<file path="config.mk">
export PLATFORM = sky130hd
export DESIGN_NAME = nv_nvdla_cmac_a2cacc_arb
export DESIGN_NICKNAME = d
export VERILOG_FILES = /design/src/rtl/nv_nvdla_cmac_a2cacc_arb.sv
export SDC_FILE = /design/constraint.sdc
export NUM_CORES = 2
export LEC_CHECK = 0
export ABC_AREA = 1
export CAP_MARGIN = 20
export CORE_ASPECT_RATIO = 0.6
export CORE_MARGIN = 3
export CORE_UTILIZATION = 40
export DETAILED_ROUTE_END_ITERATION = 7
export MAX_ROUTING_LAYER = met4
export PLACE_DENSITY = 0.69
export SYNTH_ARGS = -nofsm -noshare
export SYNTH_HDL_FRONTEND = slang
export SYNTH_SLANG_ARGS = --single-unit
</file>
<file path="constraint.sdc">
create_clock -name nvdla_core_clk -period 22.8 [get_ports nvdla_core_clk]
set_input_delay 3.42 -clock nvdla_core_clk [delete_from_list [all_inputs] [get_ports nvdla_core_clk]]
set_output_delay 3.42 -clock nvdla_core_clk [all_outputs]
set_load 0.02 [all_outputs]
</file>
<file path="src/rtl/nv_nvdla_cmac_a2cacc_arb.sv">
// Merges two valid-only CMAC->CACC result streams into one valid/ready accumulator port.
// Each source is buffered in a small FIFO; a round-robin arbiter with stall-hold picks the head.
module nv_nvdla_cmac_a2cacc_arb #(
  parameter int unsigned ATOMK_HALF   = 8,
  parameter int unsigned RESULT_WIDTH = 19,
  parameter int unsigned PD_WIDTH     = 9,
  parameter int unsigned DEPTH        = 4
) (
  input  logic                               nvdla_core_clk,
  input  logic                               nvdla_core_rst,
  input  logic                               a_pvld,
  input  logic [ATOMK_HALF-1:0]              a_mask,
  input  logic                               a_mode,
  input  logic [ATOMK_HALF*RESULT_WIDTH-1:0] a_data,
  input  logic [PD_WIDTH-1:0]                a_pd,
  input  logic                               b_pvld,
  input  logic [ATOMK_HALF-1:0]              b_mask,
  input  logic                               b_mode,
  input  logic [ATOMK_HALF*RESULT_WIDTH-1:0] b_data,
  input  logic [PD_WIDTH-1:0]                b_pd,
  output logic                               dst_pvld,
  input  logic                               dst_prdy,
  output logic [ATOMK_HALF-1:0]              dst_mask,
  output logic                               dst_mode,
  output logic [ATOMK_HALF*RESULT_WIDTH-1:0] dst_data,
  output logic [PD_WIDTH-1:0]                dst_pd,
  output logic                               dst_src,
  output logic [$clog2(DEPTH):0]             a_cnt,
  output logic [$clog2(DEPTH):0]             b_cnt,
  output logic [1:0]                         ovf_err
);

  localparam int unsigned DATA_W  = ATOMK_HALF * RESULT_WIDTH;
  localparam int unsigned PTR_W   = $clog2(DEPTH);
  localparam int unsigned CNT_W   = PTR_W + 1;
  localparam int unsigned ENTRY_W = ATOMK_HALF + 1 + DATA_W + PD_WIDTH;

  logic [ENTRY_W-1:0] mem [2][DEPTH];
  logic [ENTRY_W-1:0] push_entry [2];
  logic [PTR_W-1:0]   wr_ptr [2];
  logic [PTR_W-1:0]   rd_ptr [2];
  logic [CNT_W-1:0]   cnt [2];
  logic [1:0]         push_vld;
  logic [1:0]         not_empty;
  logic [1:0]         full;
  logic [1:0]         pop;
  logic [1:0]         wr_en;
  logic               rr;
  logic               held;
  logic               held_src;
  logic               grant_b;
  logic [ENTRY_W-1:0] head;
  logic [DATA_W-1:0]  head_data;

  assign push_vld      = {b_pvld, a_pvld};
  assign push_entry[0] = {a_mask, a_mode, a_data, a_pd};
  assign push_entry[1] = {b_mask, b_mode, b_data, b_pd};
  assign a_cnt         = cnt[0];
  assign b_cnt         = cnt[1];

  // Arbitration on registered FIFO state; a stalled grant stays on its source until popped.
  always_comb begin
    not_empty = '0;
    full      = '0;
    pop       = '0;
    wr_en     = '0;
    grant_b   = 1'b0;
    dst_pvld  = 1'b0;

    not_empty[0] = (cnt[0] != '0);
    not_empty[1] = (cnt[1] != '0);
    full[0]      = (cnt[0] == CNT_W'(DEPTH));
    full[1]      = (cnt[1] == CNT_W'(DEPTH));
    dst_pvld     = not_empty[0] | not_empty[1];
    grant_b      = held ? held_src : (not_empty[1] & (~not_empty[0] | rr));

    pop[0]   = dst_pvld & dst_prdy & ~grant_b;
    pop[1]   = dst_pvld & dst_prdy & grant_b;
    wr_en[0] = push_vld[0] & (~full[0] | pop[0]);
    wr_en[1] = push_vld[1] & (~full[1] | pop[1]);
  end

  // Granted head with masked-off lanes forced to zero; everything zero when idle.
  always_comb begin
    head      = mem[grant_b][rd_ptr[grant_b]];
    head_data = '0;
    dst_mask  = '0;
    dst_mode  = 1'b0;
    dst_data  = '0;
    dst_pd    = '0;
    dst_src   = 1'b0;
    if (dst_pvld) begin
      {dst_mask, dst_mode, head_data, dst_pd} = head;
      dst_src = grant_b;
      for (int unsigned k = 0; k < ATOMK_HALF; k++) begin
        dst_data[k*RESULT_WIDTH +: RESULT_WIDTH] =
          dst_mask[k] ? head_data[k*RESULT_WIDTH +: RESULT_WIDTH] : '0;
      end
    end
  end

  always_ff @(posedge nvdla_core_clk) begin
    for (int s = 0; s < 2; s++) begin
      if (wr_en[s]) begin
        mem[s][wr_ptr[s]] <= push_entry[s];
      end
    end
  end

  always_ff @(posedge nvdla_core_clk) begin
    if (nvdla_core_rst) begin
      for (int s = 0; s < 2; s++) begin
        wr_ptr[s] <= '0;
        rd_ptr[s] <= '0;
        cnt[s]    <= '0;
      end
      rr       <= 1'b0;
      held     <= 1'b0;
      held_src <= 1'b0;
      ovf_err  <= '0;
    end else begin
      for (int s = 0; s < 2; s++) begin
        if (wr_en[s]) begin
          wr_ptr[s] <= wr_ptr[s] + PTR_W'(1);
        end
        if (pop[s]) begin
          rd_ptr[s] <= rd_ptr[s] + PTR_W'(1);
        end
        cnt[s] <= cnt[s] + CNT_W'(wr_en[s]) - CNT_W'(pop[s]);
        // A push into a full FIFO that is not draining this cycle is lost.
        if (push_vld[s] & ~wr_en[s]) begin
          ovf_err[s] <= 1'b1;
        end
      end
      if (|pop) begin
        rr <= ~grant_b;
      end
      held     <= dst_pvld & ~dst_prdy;
      held_src <= grant_b;
    end
  end

endmodule

</file>
Word level (Yosys, flattened, before mapping)
Memory sizes are Yosys's and may differ from the RTL's. Index checks and enable logic that the tools add are counted.

Flip-flop bits (word level): 5. Memories: 4. Input bits: 345. Output and inout bits: 180. Bits in writable memories: 1374. Word-level logic and storage cells: 102.

Memories: mem (words 2, width 680, read ports 1, clocked after Yosys merged registers in 0, wr ports 2, line 38) `logic [ENTRY_W-1:0] mem [2][DEPTH];`; cnt (words 2, width 3, read ports 2, clocked after Yosys merged registers in 0, wr ports 2, line 42) `logic [CNT_W-1:0] cnt [2];`; rd_ptr (words 2, width 2, read ports 3, clocked after Yosys merged registers in 0, wr ports 2, line 41) `logic [PTR_W-1:0] rd_ptr [2];`; wr_ptr (words 2, width 2, read ports 2, clocked after Yosys merged registers in 0, wr ports 2, line 40) `logic [PTR_W-1:0] wr_ptr [2];`.

Bitwise gates (word level): 29. $add $sub $neg: 8. Order comparisons: 5. Reduce and logical (&&, ||, !) cells: 5. Equal/unequal tests: 2. Multiplexer cells: 44.

Operators with widths (count): 680-bit two-way mux (2); 170-bit demux with 2-bit select (2); 170-bit two-way mux (4); 170-bit binary-select mux with 2-bit select (1); 152-bit two-way mux (1); 19-bit two-way mux (8); 1-bit two-way mux (18); 1-bit bitwise OR (10); 1-bit AND (9); 3-bit greater-or-equal comparator, second input constant (3); 9-bit two-way mux (1); 2-bit NOT with 3-bit output (3); 2-bit by 1-bit adder with 2-bit output, second input constant (4); 2-bit two-way mux (4); 8-bit two-way mux (1); 1-bit NOT (7); 3-bit by 1-bit adder with 3-bit output (2); 3-bit == test, second input constant (2); 3-bit by 1-bit < comparator with 1-bit output, second input constant (2); 3-bit two-way mux (2); 3-bit nonzero test (2); 3-bit by 1-bit subtractor with 3-bit output (2); 1-bit logical AND (2); 2-bit OR reduction (1).

Logic depth before layout (Yosys ltp)
Depth after elaboration: 13. Mapped depth: 17. Depth with buffers taken out: 16.

Worst setup path before layout
Ideal clock, no wire load.

Path type: input to register. Start point: input port dst_prdy. End point: memory mem[1][0] (netlist name), enable pin. Library setup time: 702 ps. Arrival time: 10908 ps. Required time: 22098 ps. Path slack: 11190 ps. Buffers on the path: 0. Cell stages on the path: 6. Cell sequence: nand2_1 -> inv_1 -> nand2_1 -> nand3_1 -> nand2_2 -> nor2_1.

RTL lines: start, declared (line 22) `input logic dst_prdy,`; end, declared (line 38).

==> impl_metrics.py <==
metrics = {
    "cells_and_area": {
        "fill_cells": 12542,
        "multi_input_area_um2": 13490,
        "final_common_cell": "nand2_1",
        "fin_util": 0.4829,
        "nets": 6013,
        "syn_to_final_growth_pct": 19.34,
        "instances_no_fill": 7698,
        "regArea_um2": 41300,
        "drive_gt1_frac": 0.07323,
        "final_area_um2": 68790,
        "final_cell_mix": "2020 x nand2_1, 1368 x edfxtp_1, 524 x clkdlybuf4s50_1, 486 x nand3_1, 401 x inv_1",
    },
    "logic_synthesis": {
        "yosysSeqAreaShare": 0.7165,
        "synth_seq_cells": 1379,
        "syn_nets": 5577,
        "synth_edf_count": 1368,
        "ys.flop_type": "edfxtp_1",
        "syn-cell-area_um2": 57640,
        "syn_inst": 5219,
        "yosysWarnings": 0,
        "synth_cell_types": 30,
        "ys_async_sr_fraction": 0,
        "synth_area_per_cell_um2": 11.04,
    },
    "timing": {
        "slew_violations": 0,
        "hold_ws_ns": 0.4586,
        "period_share": 0.4413,
        "clock_skew_ns": 0.02722,
        "max_freq_ghz": 0.09940,
        "relSlewSlack": 0.2117,
        "final.setup.tns_ns": 0,
        "setup_ws_ns": 12.74,
        "finalSetupViolCount": 0,
        "hold_viol": 0,
        "finalCriticalPeriod_ns": 10.06,
        "worstMarginPinSlew_ns": 1.182,
        "rsz0062_at_grt": "false",
    },
    "global_route": {
        "grt_usage": 0.2125,
        "grt_pass1_vias": 36843,
        "grtUsageMet1": 0.2894,
        "use_met2": 0.3228,
        "grt.busiest_layer": "met2",
        "gr-total-overflow": 0,
        "use_met3": 0.04302,
        "antenna_found_initial": 34,
        "grt_pass1_wl_mm": 232.0,
        "grt_max_degree": 270,
    },
    "placed_design": {
        "dpl_cell_area_um2": 64490,
        "dp_cells": 7425,
        "dp_hpwl_mm": 87.02,
        "numPortBuffers": 524,
        "dpl_worst_slack_ns": 13.35,
        "gp_congestion": 0.8167,
    },
    "detailed_routing": {
        "firstDrtPassIters": 8,
        "drt-total-wl_mm": 155.9,
        "viasPerCell": 4.987,
        "drc_errors": 0,
        "num_vias": 38388,
        "wire_per_inst_um": 20.25,
        "drtAntennaViolNets": 0,
        "drt_iter0_markers": 3833,
    },
    "cts": {
        "tritoncts": "done",
        "cts_hold_buffers": 0,
        "post-cts-setup-buffer-count": 0,
        "cts_resized": 0,
        "cts_made_buffers": 134,
        "clk_path_buf_depth": 3,
        "path_clk_slew_ns": 0.06,
        "clk_latency_ns": 0.76,
        "clock_sinks": 1379,
        "cts-root-buf": "clkbuf_16",
        "htree_levels": 4,
    },
    "run": {
        "maxCapViolCount": 0,
    },
    "worst_setup_path": {
        "r2r_setup_slack_ns": 17.22,
        "worstPathRequired_ns": 19.38,
        "critPathMostFrequentCell": "buf_4",
        "slowest_delay_ns": 0.85,
        "crit_type": "reg2out",
        "crit_path_cell_trace": "nor2_2, a21oi_2, nand2_4, nand2_8, buf_4, buf_16, buf_4, buf_4, or2_2, nand3_1, nand3_1, nand2_1, nor2_1, clkdlybuf4s50_1",
        "cp-end-kind": "output port",
        "critPathLaunchType": "register",
        "cp_max_fo": 166,
        "cp.arrival_ns": 6.64,
        "cp_slowest_cell": "buf_4",
    },
    "hold_path": {
        "min_path_type": "reg2reg",
    },
    "pwr": {
        "p_leak_nw": 26.64,
        "ir_worst_vdd_uv": 147.3,
        "power.density_cell_area_nw_per_um2": 158.4,
        "total_power_mw": 10.89,
    },
    "floorplanning": {
        "num_io_pins": 525,
        "die_y_um": 300.0,
        "core.rowCount": 107,
        "die_w_um": 496.1,
        "die_area_um2": 148800,
        "core-area_um2": 142400,
        "start_util": 0.4046,
    },
    "status": {
        "status": "completed",
    },
}
[power by group]
group / total, mW / switching (mW) / internal (mW) / leakage, nW
clock network: 2.14 / 0.972 / 1.16 / 2.03
registers: 3.25 / 0.0710 / 3.18 / 12.6
logic: 5.51 / 3.68 / 1.83 / 12.0
total: 10.9 / 4.72 / 6.17 / 26.6
[critical path, delay by kind of cell, from the launching register on]
family | cells | cell delay, ns
flip-flops | 1 | 0.39
AND/OR/NAND/NOR | 8 | 1.75
AO/OA/AOI/OAI | 1 | 0.25
buffers and inverters | 5 | 3.13
[synthesized netlist by cell type, types with 3 or more instances]
| cell type | count | area share |
|---|---|---|
| a21boi_1 | 3 | 0.00039 |
| a21oi_1 | 26 | 0.0023 |
| buf_1 | 3 | 0.00020 |
| buf_2 | 227 | 0.020 |
| buf_4 | 18 | 0.0023 |
| clkbuf_1 | 33 | 0.0021 |
| dfxtp_1 | 11 | 0.0038 |
| edfxtp_1 | 1368 | 0.71 |
| ha_1 | 11 | 0.0024 |
| inv_1 | 401 | 0.026 |
| inv_2 | 5 | 0.00033 |
| nand2_1 | 2021 | 0.13 |
| nand2_2 | 4 | 0.00043 |
| nand3_1 | 486 | 0.042 |
| nand3b_1 | 25 | 0.0033 |
| nor2_1 | 226 | 0.015 |
| o21ai_0 | 166 | 0.014 |
| o21ai_1 | 17 | 0.0015 |
| or2_2 | 152 | 0.016 |
| xnor2_1 | 3 | 0.00046 |
[routing by layer]
layer  up-vias  part of all wire  wire length (um)
li1      18204                 -                 -
met1     18389              0.43             67200
met4         0             0.026              4038
met3       269             0.081             12620
met5         -                 0                 0
met2      1526              0.46             72010
[registers in the layout, indices dropped and copies added, names as in the netlist]
signal / cells
mem: 1360
cnt: 6
rd_ptr: 4
wr_ptr: 4
ovf_err: 2
held: 1
held_src: 1
rr: 1
[layout make-up]
class | count | area share
diodes | 28 | 0.001019
clock buffers | 174 | 0.05229
clock inverters | 70 | 0.008731
inverters | 406 | 0.02226
multi-input cells | 3152 | 0.1961
flip-flops and latches | 1379 | 0.6004
well taps | 1907 | 0.03469
repair buffers | 582 | 0.08451
[cells by family (layout without fill, tap and decap cells)]
kind of cell | after synthesis | count (layout) | share of synthesized area
fa+ha+maj | 13 | 13 | 0.003083
other cells | 0 | 28 | 0
flops | 1379 | 1379 | 0.7165
buf+inv | 688 | 1232 | 0.05104
simple gates | 2921 | 2921 | 0.2098
compound gates | 214 | 214 | 0.01897
xor+xnor | 4 | 4 | 0.0006079
[path summary, 6_finish.rpt]
kind | start | endpoint | cells after the start
max | cnt[0][3] | dst_data[52] | 14
min | ovf_err[1] | ovf_err[1] | 2
max reg2reg | cnt[0][1] | mem[0][10] | 13
min reg2reg | ovf_err[1] | ovf_err[1] | 2
No activity file was read; power rests on OpenSTA's default activity.
